[config.mk]
export PLATFORM = sky130hd
export DESIGN_NAME = instr_sequencer_flat
export DESIGN_NICKNAME = d
export VERILOG_FILES = /design/src/rtl/instr_sequencer_if.sv /design/src/rtl/instr_sequencer.sv /design/src/flat_wrapper.sv
export SDC_FILE = /design/constraint.sdc
export NUM_CORES = 1
export LEC_CHECK = 0
export CORE_ASPECT_RATIO = 2
export CORE_MARGIN = 4
export CORE_UTILIZATION = 49
export CTS_BUF_LIST = sky130_fd_sc_hd__clkbuf_16
export DETAILED_ROUTE_END_ITERATION = 8
export MAX_ROUTING_LAYER = met4
export PLACE_DENSITY = 0.9
export SLEW_MARGIN = 25
export SYNTH_ARGS = -nofsm -noshare
export SYNTH_HDL_FRONTEND = slang
export SYNTH_SLANG_ARGS = --single-unit
[constraint.sdc]
create_clock -name clk -period 2.9 [get_ports clk]
set_clock_uncertainty 0.1 [all_clocks]
set_input_delay 0.29 -clock clk [delete_from_list [all_inputs] [get_ports clk]]
set_output_delay 0.29 -clock clk [all_outputs]
set_load 0.1 [all_outputs]
[src/rtl/instr_sequencer_if.sv]
// Bus between the instruction sequencer, its synchronous program ROM and the control unit.
// The sequencer drives the master side; ROM and control unit sit on the slave side.
interface instr_sequencer_if #(
    parameter int ADDR_W = 11
);
    logic [ADDR_W-1:0] rom_addr;
    logic              rom_rd;
    logic [ADDR_W+4:0] rom_data;
    logic [4:0]        opcode;
    logic [ADDR_W-1:0] operand;
    logic              instr_valid;
    logic              pc_hold;

    modport master (
        output rom_addr, rom_rd, opcode, operand, instr_valid,
        input  rom_data, pc_hold
    );

    modport slave (
        input  rom_addr, rom_rd, opcode, operand, instr_valid,
        output rom_data, pc_hold
    );
endinterface

[src/rtl/instr_sequencer.sv]
// Instruction fetch/sequencing engine: owns the PC, fetches from a synchronous ROM,
// issues opcode/operand to the control unit and picks the next PC from its jump request.
module instr_sequencer #(
    parameter int              ADDR_W      = 11,
    parameter int              EXEC_CYCLES = 2,
    parameter logic [4:0]      HALT_OP     = 5'b10111,
    parameter logic [ADDR_W-1:0] RESET_PC  = '0
) (
    input  logic              clk,
    input  logic              rst_n,
    input  logic              run,
    instr_sequencer_if.master bus,
    output logic [ADDR_W-1:0] pc,
    output logic              halted
);
    localparam int CNT_W = (EXEC_CYCLES > 1) ? $clog2(EXEC_CYCLES) : 1;

    typedef enum logic [2:0] {
        S_IDLE,
        S_FETCH,
        S_WAIT,
        S_ISSUE,
        S_EXEC,
        S_HALTED
    } state_e;

    state_e            state_q;
    logic [ADDR_W-1:0] pc_q;
    logic [ADDR_W-1:0] pc_d;
    logic [4:0]        opcode_q;
    logic [ADDR_W-1:0] operand_q;
    logic              rom_rd_q;
    logic              instr_valid_q;
    logic              halted_q;
    logic              jump_q;
    logic [CNT_W-1:0]  cnt_q;

    // A pc_hold seen in the final EXEC cycle still counts, so it bypasses the latch here.
    assign pc_d = (jump_q || bus.pc_hold) ? operand_q : pc_q + 1'b1;

    always_ff @(posedge clk or negedge rst_n) begin
        if (!rst_n) begin
            state_q       <= S_IDLE;
            pc_q          <= RESET_PC;
            opcode_q      <= '0;
            operand_q     <= '0;
            rom_rd_q      <= 1'b0;
            instr_valid_q <= 1'b0;
            halted_q      <= 1'b0;
            jump_q        <= 1'b0;
            cnt_q         <= '0;
        end else begin
            // NOTE: non-blocking assignments throughout, so every branch reads the pre-edge
            // state; the strobe defaults below make rom_rd/instr_valid single-cycle pulses.
            rom_rd_q      <= 1'b0;
            instr_valid_q <= 1'b0;
            unique case (state_q)
                S_IDLE: begin
                    if (run) begin
                        state_q  <= S_FETCH;
                        rom_rd_q <= 1'b1;
                    end
                end
                S_FETCH: state_q <= S_WAIT;
                S_WAIT: begin
                    if (bus.rom_data[ADDR_W+4 -: 5] == HALT_OP) begin
                        state_q  <= S_HALTED;
                        halted_q <= 1'b1;
                    end else begin
                        opcode_q      <= bus.rom_data[ADDR_W+4 -: 5];
                        operand_q     <= bus.rom_data[ADDR_W-1:0];
                        instr_valid_q <= 1'b1;
                        state_q       <= S_ISSUE;
                    end
                end
                S_ISSUE: begin
                    jump_q  <= bus.pc_hold;
                    cnt_q   <= CNT_W'(EXEC_CYCLES - 1);
                    state_q <= S_EXEC;
                end
                S_EXEC: begin
                    jump_q <= jump_q | bus.pc_hold;
                    if (cnt_q == '0) begin
                        pc_q <= pc_d;
                        if (run) begin
                            state_q  <= S_FETCH;
                            rom_rd_q <= 1'b1;
                        end else begin
                            state_q <= S_IDLE;
                        end
                    end else begin
                        cnt_q <= cnt_q - 1'b1;
                    end
                end
                S_HALTED: state_q <= S_HALTED;
                default:  state_q <= S_IDLE;
            endcase
        end
    end

    assign bus.rom_addr    = pc_q;
    assign bus.rom_rd      = rom_rd_q;
    assign bus.opcode      = opcode_q;
    assign bus.operand     = operand_q;
    assign bus.instr_valid = instr_valid_q;
    assign pc              = pc_q;
    assign halted          = halted_q;
endmodule

[src/flat_wrapper.sv]
// flat-port wrapper written by rule: the top's interface ports become plain ports
module instr_sequencer_flat 
#(
    parameter int              ADDR_W      = 11,
    parameter int              EXEC_CYCLES = 2,
    parameter logic [4:0]      HALT_OP     = 5'b10111,
    parameter logic [ADDR_W-1:0] RESET_PC  = '0
)
  (clk, rst_n, run, pc, halted, bus_rom_addr, bus_rom_rd, bus_opcode, bus_operand, bus_instr_valid, bus_rom_data, bus_pc_hold);
  instr_sequencer_if #(.ADDR_W(ADDR_W)) bus_i ();
  input  logic clk;
  input  logic rst_n;
  input  logic run;
  output logic [ADDR_W-1:0] pc;
  output logic halted;
  output wire logic [$bits(bus_i.rom_addr)-1:0] bus_rom_addr;
  output wire logic [$bits(bus_i.rom_rd)-1:0] bus_rom_rd;
  output wire logic [$bits(bus_i.opcode)-1:0] bus_opcode;
  output wire logic [$bits(bus_i.operand)-1:0] bus_operand;
  output wire logic [$bits(bus_i.instr_valid)-1:0] bus_instr_valid;
  input wire logic [$bits(bus_i.rom_data)-1:0] bus_rom_data;
  input wire logic [$bits(bus_i.pc_hold)-1:0] bus_pc_hold;
  assign bus_rom_addr = bus_i.rom_addr;
  assign bus_rom_rd = bus_i.rom_rd;
  assign bus_opcode = bus_i.opcode;
  assign bus_operand = bus_i.operand;
  assign bus_instr_valid = bus_i.instr_valid;
  assign bus_i.rom_data = bus_rom_data;
  assign bus_i.pc_hold = bus_pc_hold;
  instr_sequencer #(.ADDR_W(ADDR_W), .EXEC_CYCLES(EXEC_CYCLES), .HALT_OP(HALT_OP), .RESET_PC(RESET_PC)) u_core (.clk(clk), .rst_n(rst_n), .run(run), .bus(bus_i), .pc(pc), .halted(halted));
endmodule
# ---- After elaboration in Yosys (flattened, before gate mapping)
# Cells that the tools add are included.
# Widths: inputs -> output; s select.
dict set report totals {
  regBits 35
  output_inout_bits 41
  elab_cells 43
}
dict set report op_classes {
  add_sub_neg 2
  eq_ne 8
  mux 14
  bitwise 3
  reduce_logical 7
}
# op n
set ops {}
lappend ops {{$pmux 3 s6} 1}
lappend ops {{$add 11x1->11 const B} 1}
lappend ops {{$mux 11} 1}
lappend ops {{$mux 3} 3}
lappend ops {{$reduce_and 2->1} 4}
lappend ops {{$eq 3x2->1 const B} 2}
lappend ops {{$eq 3x3->1 const B} 2}
lappend ops {{$mux 1} 6}
lappend ops {{$pmux 1 s2} 3}
lappend ops {{$eq 5x5->1 const B} 1}
lappend ops {{$ne 2x2->1 const B} 2}
lappend ops {{$eq 3x1->1 const B} 1}
lappend ops {{$logic_not 3->1} 1}
lappend ops {{$not 1->1} 2}
lappend ops {{$reduce_bool 2->1} 1}
lappend ops {{$logic_or 1x1->1} 1}
lappend ops {{$or 1x1->1} 1}
lappend ops {{$sub 1x1->1 const B} 1}

# ---- Logic depth before layout (Yosys ltp)
# Gate-level depths: netlist (run 1).
dict set report depth {
  word_depth 3
  mapped_depth 6
  mapped_depth_nobuf 5
}

# ---- Least setup slack after synthesis (run 1)
# Ideal clock, no wire load.
dict set report synth_path {
  kind {register to register}
  from {register u_core.pc_q[0] (netlist: u_core.bus.rom_addr[0])}
  to {register u_core.pc_q[8] (netlist: u_core.bus.rom_addr[8])}
  setup_time_ps 132
  t_arrival_ps 2215
  path_slack_ps 453
  stages_incl_launch_ff 6
  path_buffers 0
  period_less_slack_ps 2447
  path_cell_list {dfrtp_1 > ha_1 > nand3_1 > or4_1 > o21ai_0 > a211oi_1}
}
dict set report synth_between {
  elab_chain_len 2
}
# element line
set synth_lines {}
lappend synth_lines {{start, declared} instr_sequencer.sv:28} ;# logic [ADDR_W-1:0] pc_q;
lappend synth_lines {{start signal, assigned} instr_sequencer.sv:84} ;# pc_q <= pc_d;
lappend synth_lines {{$add 11x1->11} instr_sequencer.sv:39} ;# assign pc_d = (jump_q || bus.pc_hold) ? operand_q : pc_q + 1'b1;
lappend synth_lines {{$mux 11} instr_sequencer.sv:39}
# Every way passes these cells.
# A chain may end at the register's enable or synchronous reset.

# ---- Worst setup path in the final report (run 1)
dict set report layout_path {
  from {input bus_rom_data[13]}
  to {register u_core.operand_q[10] (netlist: u_core.bus.operand[10])}
}
dict set report layout_between {
  elab_chain_len 3
}
# element line
set layout_lines {}
lappend layout_lines {{start, declared} flat_wrapper.sv:21} ;# input wire logic [$bits(bus_i.rom_data)-1:0] bus_rom_data;
lappend layout_lines {{$eq 5x5->1} instr_sequencer.sv:66} ;# if (bus.rom_data[ADDR_W+4 -: 5] == HALT_OP) begin
lappend layout_lines {{$not 1->1 (no source line)} -}
lappend layout_lines {{$reduce_and 2->1 (no source line)} -}
lappend layout_lines {{end signal, assigned} instr_sequencer.sv:71} ;# operand_q <= bus.rom_data[ADDR_W-1:0];
lappend layout_lines {{end, declared} instr_sequencer.sv:31} ;# logic [ADDR_W-1:0] operand_q;
# Every way passes these cells.

==> results.tsv, run 1 <==
metric	value	unit
status	complete, no violations	
postcts setup bufs	0	
max incr delay on CP	0.41	ns
Antenna Nets Post-Route	0	
GR Overflow Total	0	
Post-synth top cells	35 x dfrtp_1, 13 x nand2_1, 11 x buf_4, 11 x nor2_1, 10 x a21oi_1	
top post-synthesis cells by area	dfrtp_1 48%, mux2_4 7.5%, buf_4 4.6%, mux2_2 4.4%, buf_6 3.1%	
sequential fraction of the synthesis area	48.4	%
GP Congestion	0.794	
largest net degree at the start of global routing	36	
WS Path Type	in2reg	
Final Hold Viols	0	
via count	1463	
CTS tree	yes	
critical path cell sequence	clkdlybuf4s50_1 > nor2b_2 > a41oi_2 > and2_1 > buf_4 > mux2_2	
Die Y	94.0	microns
max_cap viols	0	
TritonRoute pass-1 iters	4	
Post-Syn Nets	185	
Finished Layout Cells	264	
Synth Instances	164	
register area	876	sq um
Tmin final	2.02	ns
FF+latch count, synth	35	
Nets	236	
Final Max Tran Viols	0	
first-pass GRT wire length	6910	microns
period utilisation layout	69.6	%
synth unique cells	42	
fmax	496	MHz
CTS root buf	clkbuf_16	
number of diodes	0	
Max H-tree Level	2	
Resized cells post-CTS	0	
mapped cell area	1810	sq um
Yosys top cell by area	dfrtp_1	
Initial Util	50.2	%
CP Data Arrival Time	2.08	ns
share of layout cells above drive strength 1	35.8	%
CTS clk-pin slew, worst paths	0.05	ns
CTS Sinks	35	
vias per cell	5.54	
initial antenna violation count	0	
I/O pin count	61	
placed cells	257	
Buffers on Ports	60	
CTS max path bufs	2	
Relative slew margins	61.4	%
GRT Total Usage	19.9	%
area of the die	4790	sq um
main flop type after synthesis	dfrtp_1	
HPWL after DPL	3250	microns
worst hold path class	in2async	
Slowest-stage cell, CP	clkdlybuf4s50_1	
drt initial violations	40	
vias in the first global route	1423	
Area after DPL	2240	sq um
Area Overhead vs Synth	32.6	%
Avg Cell Area, Syn	11.0	sq um
area fraction of the dominant cell type after synthesis	48.4	%
most common cell in the netlist	dfrtp_1	
RSZ-0062 raised after global routing	no	
Core ar.	3610	sq um
Worst Tran Pin Value	0.580	ns
Worst Path Max Fanout	9	
fillers	292	
Worst EP required	2.96	ns
YS warnings	0	
setup TNS	0	ns
# setup viols final	0	
Worst setup SP type	primary input	
worst skew pair latency	0.27	ns
Remaining DRCs	0	
crit end category	register	
number of synthesized flops with an enable pin	0	
Final Cell Area	2400	sq um
Post-CTS Hold Buffers	0	
delay-heaviest family, CP	buffers and inverters	
crit path buf inv count	2	
Num CTS Buffers	5	
final WL	4410	microns
Die Span X	51.0	microns
Async SR Flop Fraction	100	%
multi-input logic area	766	sq um
wire per inst	16.7	microns
num rows	31	
==> final cells by class <==
class                           instances  area share [%]
Multi-Input combinational cell        106            31.9
Clock buffer                            5            5.21
Inverter                                3           0.469
Tap cell                               49            2.55
Clock inverter                          2            1.41
Timing Repair Buffer                   64            22.0
Sequential cell                        35            36.5
==> layout by cell type, fill, tap and decap left out, types with 2 or more instances in the layout <==
master,count
o21ai_1,2
nand3_1,6
a31oi_1,2
nor2_1,11
mux2_2,7
a211oi_1,2
dfrtp_1,35
a21oi_2,5
clkbuf_16,5
clkdlybuf4s50_1,19
nand2b_1,4
o22ai_1,5
o21ai_0,6
inv_1,4
buf_4,45
mux2i_1,2
mux2_4,9
nand2_1,13
a21oi_1,10
==> state kept, by name, summed over array words and instances (netlist names) <==
signal,count
u_core.bus.rom_rd,1
u_core.jump_q,1
u_core.state_q,3
u_core.cnt_q,1
u_core.halted,1
u_core.bus.rom_addr,11
u_core.bus.instr_valid,1
u_core.bus.operand,11
u_core.bus.opcode,5
==> routing by layer <==
metal	wire [microns]	track usage [%]	vias to the layer above
li1	-	-	680
met5	0	-	-
met1	1610	20.7	723
met4	66	7.42	0
met3	223	4.13	7
met2	2500	35.6	53
==> path summary, 6_finish.rpt <==
path | from | to | slack [ns] | depth (start not counted)
setup / recovery | bus_rom_data[13] | u_core.bus.operand[10] | 0.88 | 6
hold / removal | rst_n | u_core.bus.operand[4] | 0.33 | 2
setup reg to reg | u_core.bus.rom_addr[0] | u_core.bus.rom_addr[8] | 0.91 | 5
hold reg to reg | u_core.halted | u_core.halted | 0.39 | 2
max in group asynchronous | rst_n | u_core.bus.opcode[1] | 2.04 | 2
min in group clk | u_core.halted | u_core.halted | 0.39 | 2
==> kinds of logic after synthesis <==
| kind of cell | count (synthesis) | share of synthesized area (%) |
|---|---|---|
| adder cells (fa/ha/maj) | 1 | 0.691 |
| AND/OR/NAND/NOR | 46 | 12.9 |
| flip-flops | 35 | 48.4 |
| buffers and inverters | 23 | 9.33 |
| AO/OA/AOI/OAI | 41 | 15.8 |
| multiplexers | 18 | 12.9 |
==> through the flow <==
step | util, % | worst slack [ns] | hold slack (ns)
after floorplan | - | 0.453 | -0.106
after global placement | 62.2 | 0.643 | 0.367
after detailed placement | 62.2 | 0.589 | 0.373
after CTS | 66.6 | 0.886 | 0.340
after global routing | 66.6 | 0.789 | 0.360
final | 66.6 | 0.882 | 0.326
Power of run 1 is not shown: default switching activity piles up to over one toggle a cycle in this logic, so the estimate is an artifact.
==> run 2, diff against run 1 <==
--- a/config.mk
+++ b/config.mk
@@ -7,11 +7,11 @@
 export LEC_CHECK = 0
 export CORE_ASPECT_RATIO = 2
 export CORE_MARGIN = 4
-export CORE_UTILIZATION = 49
+export CORE_UTILIZATION = 41
 export CTS_BUF_LIST = sky130_fd_sc_hd__clkbuf_16
 export DETAILED_ROUTE_END_ITERATION = 8
 export MAX_ROUTING_LAYER = met4
-export PLACE_DENSITY = 0.9
+export PLACE_DENSITY = 0.81
 export SLEW_MARGIN = 25
 export SYNTH_ARGS = -nofsm -noshare
 export SYNTH_HDL_FRONTEND = slang
==> constraint.sdc (replaced) <==
create_clock -name clk -period 1.8 [get_ports clk]
set_clock_uncertainty 0.1 [all_clocks]
set_input_delay 0.18 -clock clk [delete_from_list [all_inputs] [get_ports clk]]
set_output_delay 0.18 -clock clk [all_outputs]
set_load 0.1 [all_outputs]
==> run 2 against run 1 <==
Net effect:
- final cell count grew 6.8%
- register-to-register slack lost 0.77 ns
- global-route usage grew 0.47 points
- sequential share of layout area shrank 6.3 points
- routed wire length grew 11%
- clock-buffer cell count is the same
- critical path depth shrank 1
- first-iteration DRC count shrank 23%
==> results.tsv, run 2 (same netlist as run 1, synthesis figures left out) <==
metric	value	unit	change
final WL	4870	microns	+11%
CTS root buf	clkbuf_16		
Finished Layout Cells	282		+6.8%
number of diodes	0		unchanged
status	complete, no violations		
worst skew pair latency	0.28	ns	about the same
GP Congestion	0.838		+5.6%
Num CTS Buffers	5		unchanged
Antenna Nets Post-Route	0		unchanged
Final Hold Viols	0		unchanged
worst hold path class	in2async		
Final Max Tran Viols	0		unchanged
drt initial violations	31		-23%
Post-CTS Hold Buffers	0		unchanged
critical path startpoint	u_core.state_q[0]		
WHS	0.217	ns	-0.108 ns
r2r setup slk	0.14	ns	-0.77 ns
vias in the first global route	1628		+14%
CTS tree	yes		
Die Y	102	microns	+8.5%
vias per cell	5.39		-2.7%
Relative slew margins	69.7	%	+8.4 points
Area after DPL	2840	sq um	+27%
placed cells	274		+6.6%
Tmin final	1.66	ns	
Worst EP required	1.91	ns	-1.05 ns
GRT Total Usage	20.3	%	+0.47 points
initial antenna violation count	0		unchanged
largest net degree at the start of global routing	36		unchanged
GR Overflow Total	0		unchanged
postcts setup bufs	0		unchanged
RR Startpoint	u_core.state_q[0]		
RSZ-0062 raised after global routing	no		
crit end category	register		
fillers	289		-1.0%
Setup crit end	u_core.bus.rom_addr[10]		
TritonRoute pass-1 iters	4		unchanged
I/O pin count	61		unchanged
max_cap viols	0		unchanged
register area	898	sq um	+2.6%
multi-input logic area	791	sq um	+3.3%
Die Span X	55.0	microns	+7.9%
Nets	248		+5.1%
num rows	34		+9.7%
CTS max path bufs	2		unchanged
Area Overhead vs Synth	64.2	%	
period utilisation layout	92.5	%	
Initial Util	42.1	%	-8.1 points
Max H-tree Level	2		unchanged
WS Path Type	reg2reg		
Core ar.	4300	sq um	+19%
fmax	601	MHz	
area of the die	5610	sq um	+17%
RR Endpoint	u_core.bus.rom_addr[10]		
Worst Tran Pin Value	0.454	ns	-0.126 ns
Buffers on Ports	60		unchanged
via count	1520		+3.9%
first-pass GRT wire length	7940	microns	+15%
HPWL after DPL	3740	microns	+15%
CP Data Arrival Time	1.78	ns	-0.30 ns
CTS clk-pin slew, worst paths	0.05	ns	about the same
Worst Path Max Fanout	9		unchanged
CTS Sinks	35		unchanged
Final Cell Area	2970	sq um	+24%
Resized cells post-CTS	0		unchanged
share of layout cells above drive strength 1	43.9	%	+8.0 points
reg2reg path depth	5		unchanged
most frequent cells in the layout	36 x buf_12, 25 x dfrtp_1, 21 x buf_4		
wire per inst	17.3	microns	+3.6%
most common cell after layout, fill and taps aside	buf_12		
Remaining DRCs	0		unchanged
# setup viols final	0		unchanged
Worst setup SP type	register		
==> run 2: cell count changes in the layout (fill, tap and decap cells not counted), sizes merged <==
cell,delta
bufinv,-1
clkinv,+2
buf,+12
==> run 2: cell type report <==
class	count	area share [%]
Inverter	3	0.379
Clock buffer	5	4.21
Timing Repair Buffer	76	35.9
Sequential cell	35	30.2
Tap cell	54	2.27
Clock inverter	3	0.379
Multi-Input combinational cell	106	26.6
==> run 2: metal layers <==
metal	global-route usage [%]	share of wire, %
met1	21.4	34
met5	-	0
met3	3.07	3.4
met4	10.3	2.4
met2	34.9	60
==> run 2: worst min path at each step <==
stage	startpoint	end	slack, ns
after detailed placement	u_core.bus.opcode[1]	u_core.bus.opcode[1]	0.40
final	rst_n	u_core.bus.rom_addr[8]	0.22
after global routing	rst_n	u_core.bus.rom_addr[10]	0.26
after CTS	rst_n	u_core.bus.rom_addr[4]	0.23
after floorplan	rst_n	u_core.bus.instr_valid	-0.22
after global placement	u_core.bus.opcode[4]	u_core.bus.opcode[4]	0.39
==> run 2: metrics by stage <==
step	setup slack, ns	TNS, ns	utilization [%]
floorplan	-0.0582	-0.0582	-
global placement	-0.0726	-0.854	66.0
detailed placement	-0.106	-1.20	66.0
CTS	0.129	0	69.2
global route	0.0490	0	69.2
finish	0.136	0	69.2
==> run 2: critical path: stages (launching register included) <==
cell,delay (ns)
dfrtp_1,0.47
or4b_1,0.55
buf_4,0.20
nor3_2,0.10
a21oi_1,0.10
nand3_1,0.07
Power of run 2 is left out for the same reason.
==> run 3, diff against run 2 <==
--- a/config.mk
+++ b/config.mk
@@ -9,6 +9,7 @@
 export CORE_MARGIN = 4
 export CORE_UTILIZATION = 41
 export CTS_BUF_LIST = sky130_fd_sc_hd__clkbuf_16
+export CTS_CLUSTER_DIAMETER = 30
 export DETAILED_ROUTE_END_ITERATION = 8
 export MAX_ROUTING_LAYER = met4
 export PLACE_DENSITY = 0.81
@@ -16,3 +17,4 @@
 export SYNTH_ARGS = -nofsm -noshare
 export SYNTH_HDL_FRONTEND = slang
 export SYNTH_SLANG_ARGS = --single-unit
+export TNS_END_PERCENT = 5
==> results of run 3 <==
No change in the layout: final DEF, timing and power equal those of run 2.
Power of run 3 is left out for the same reason.
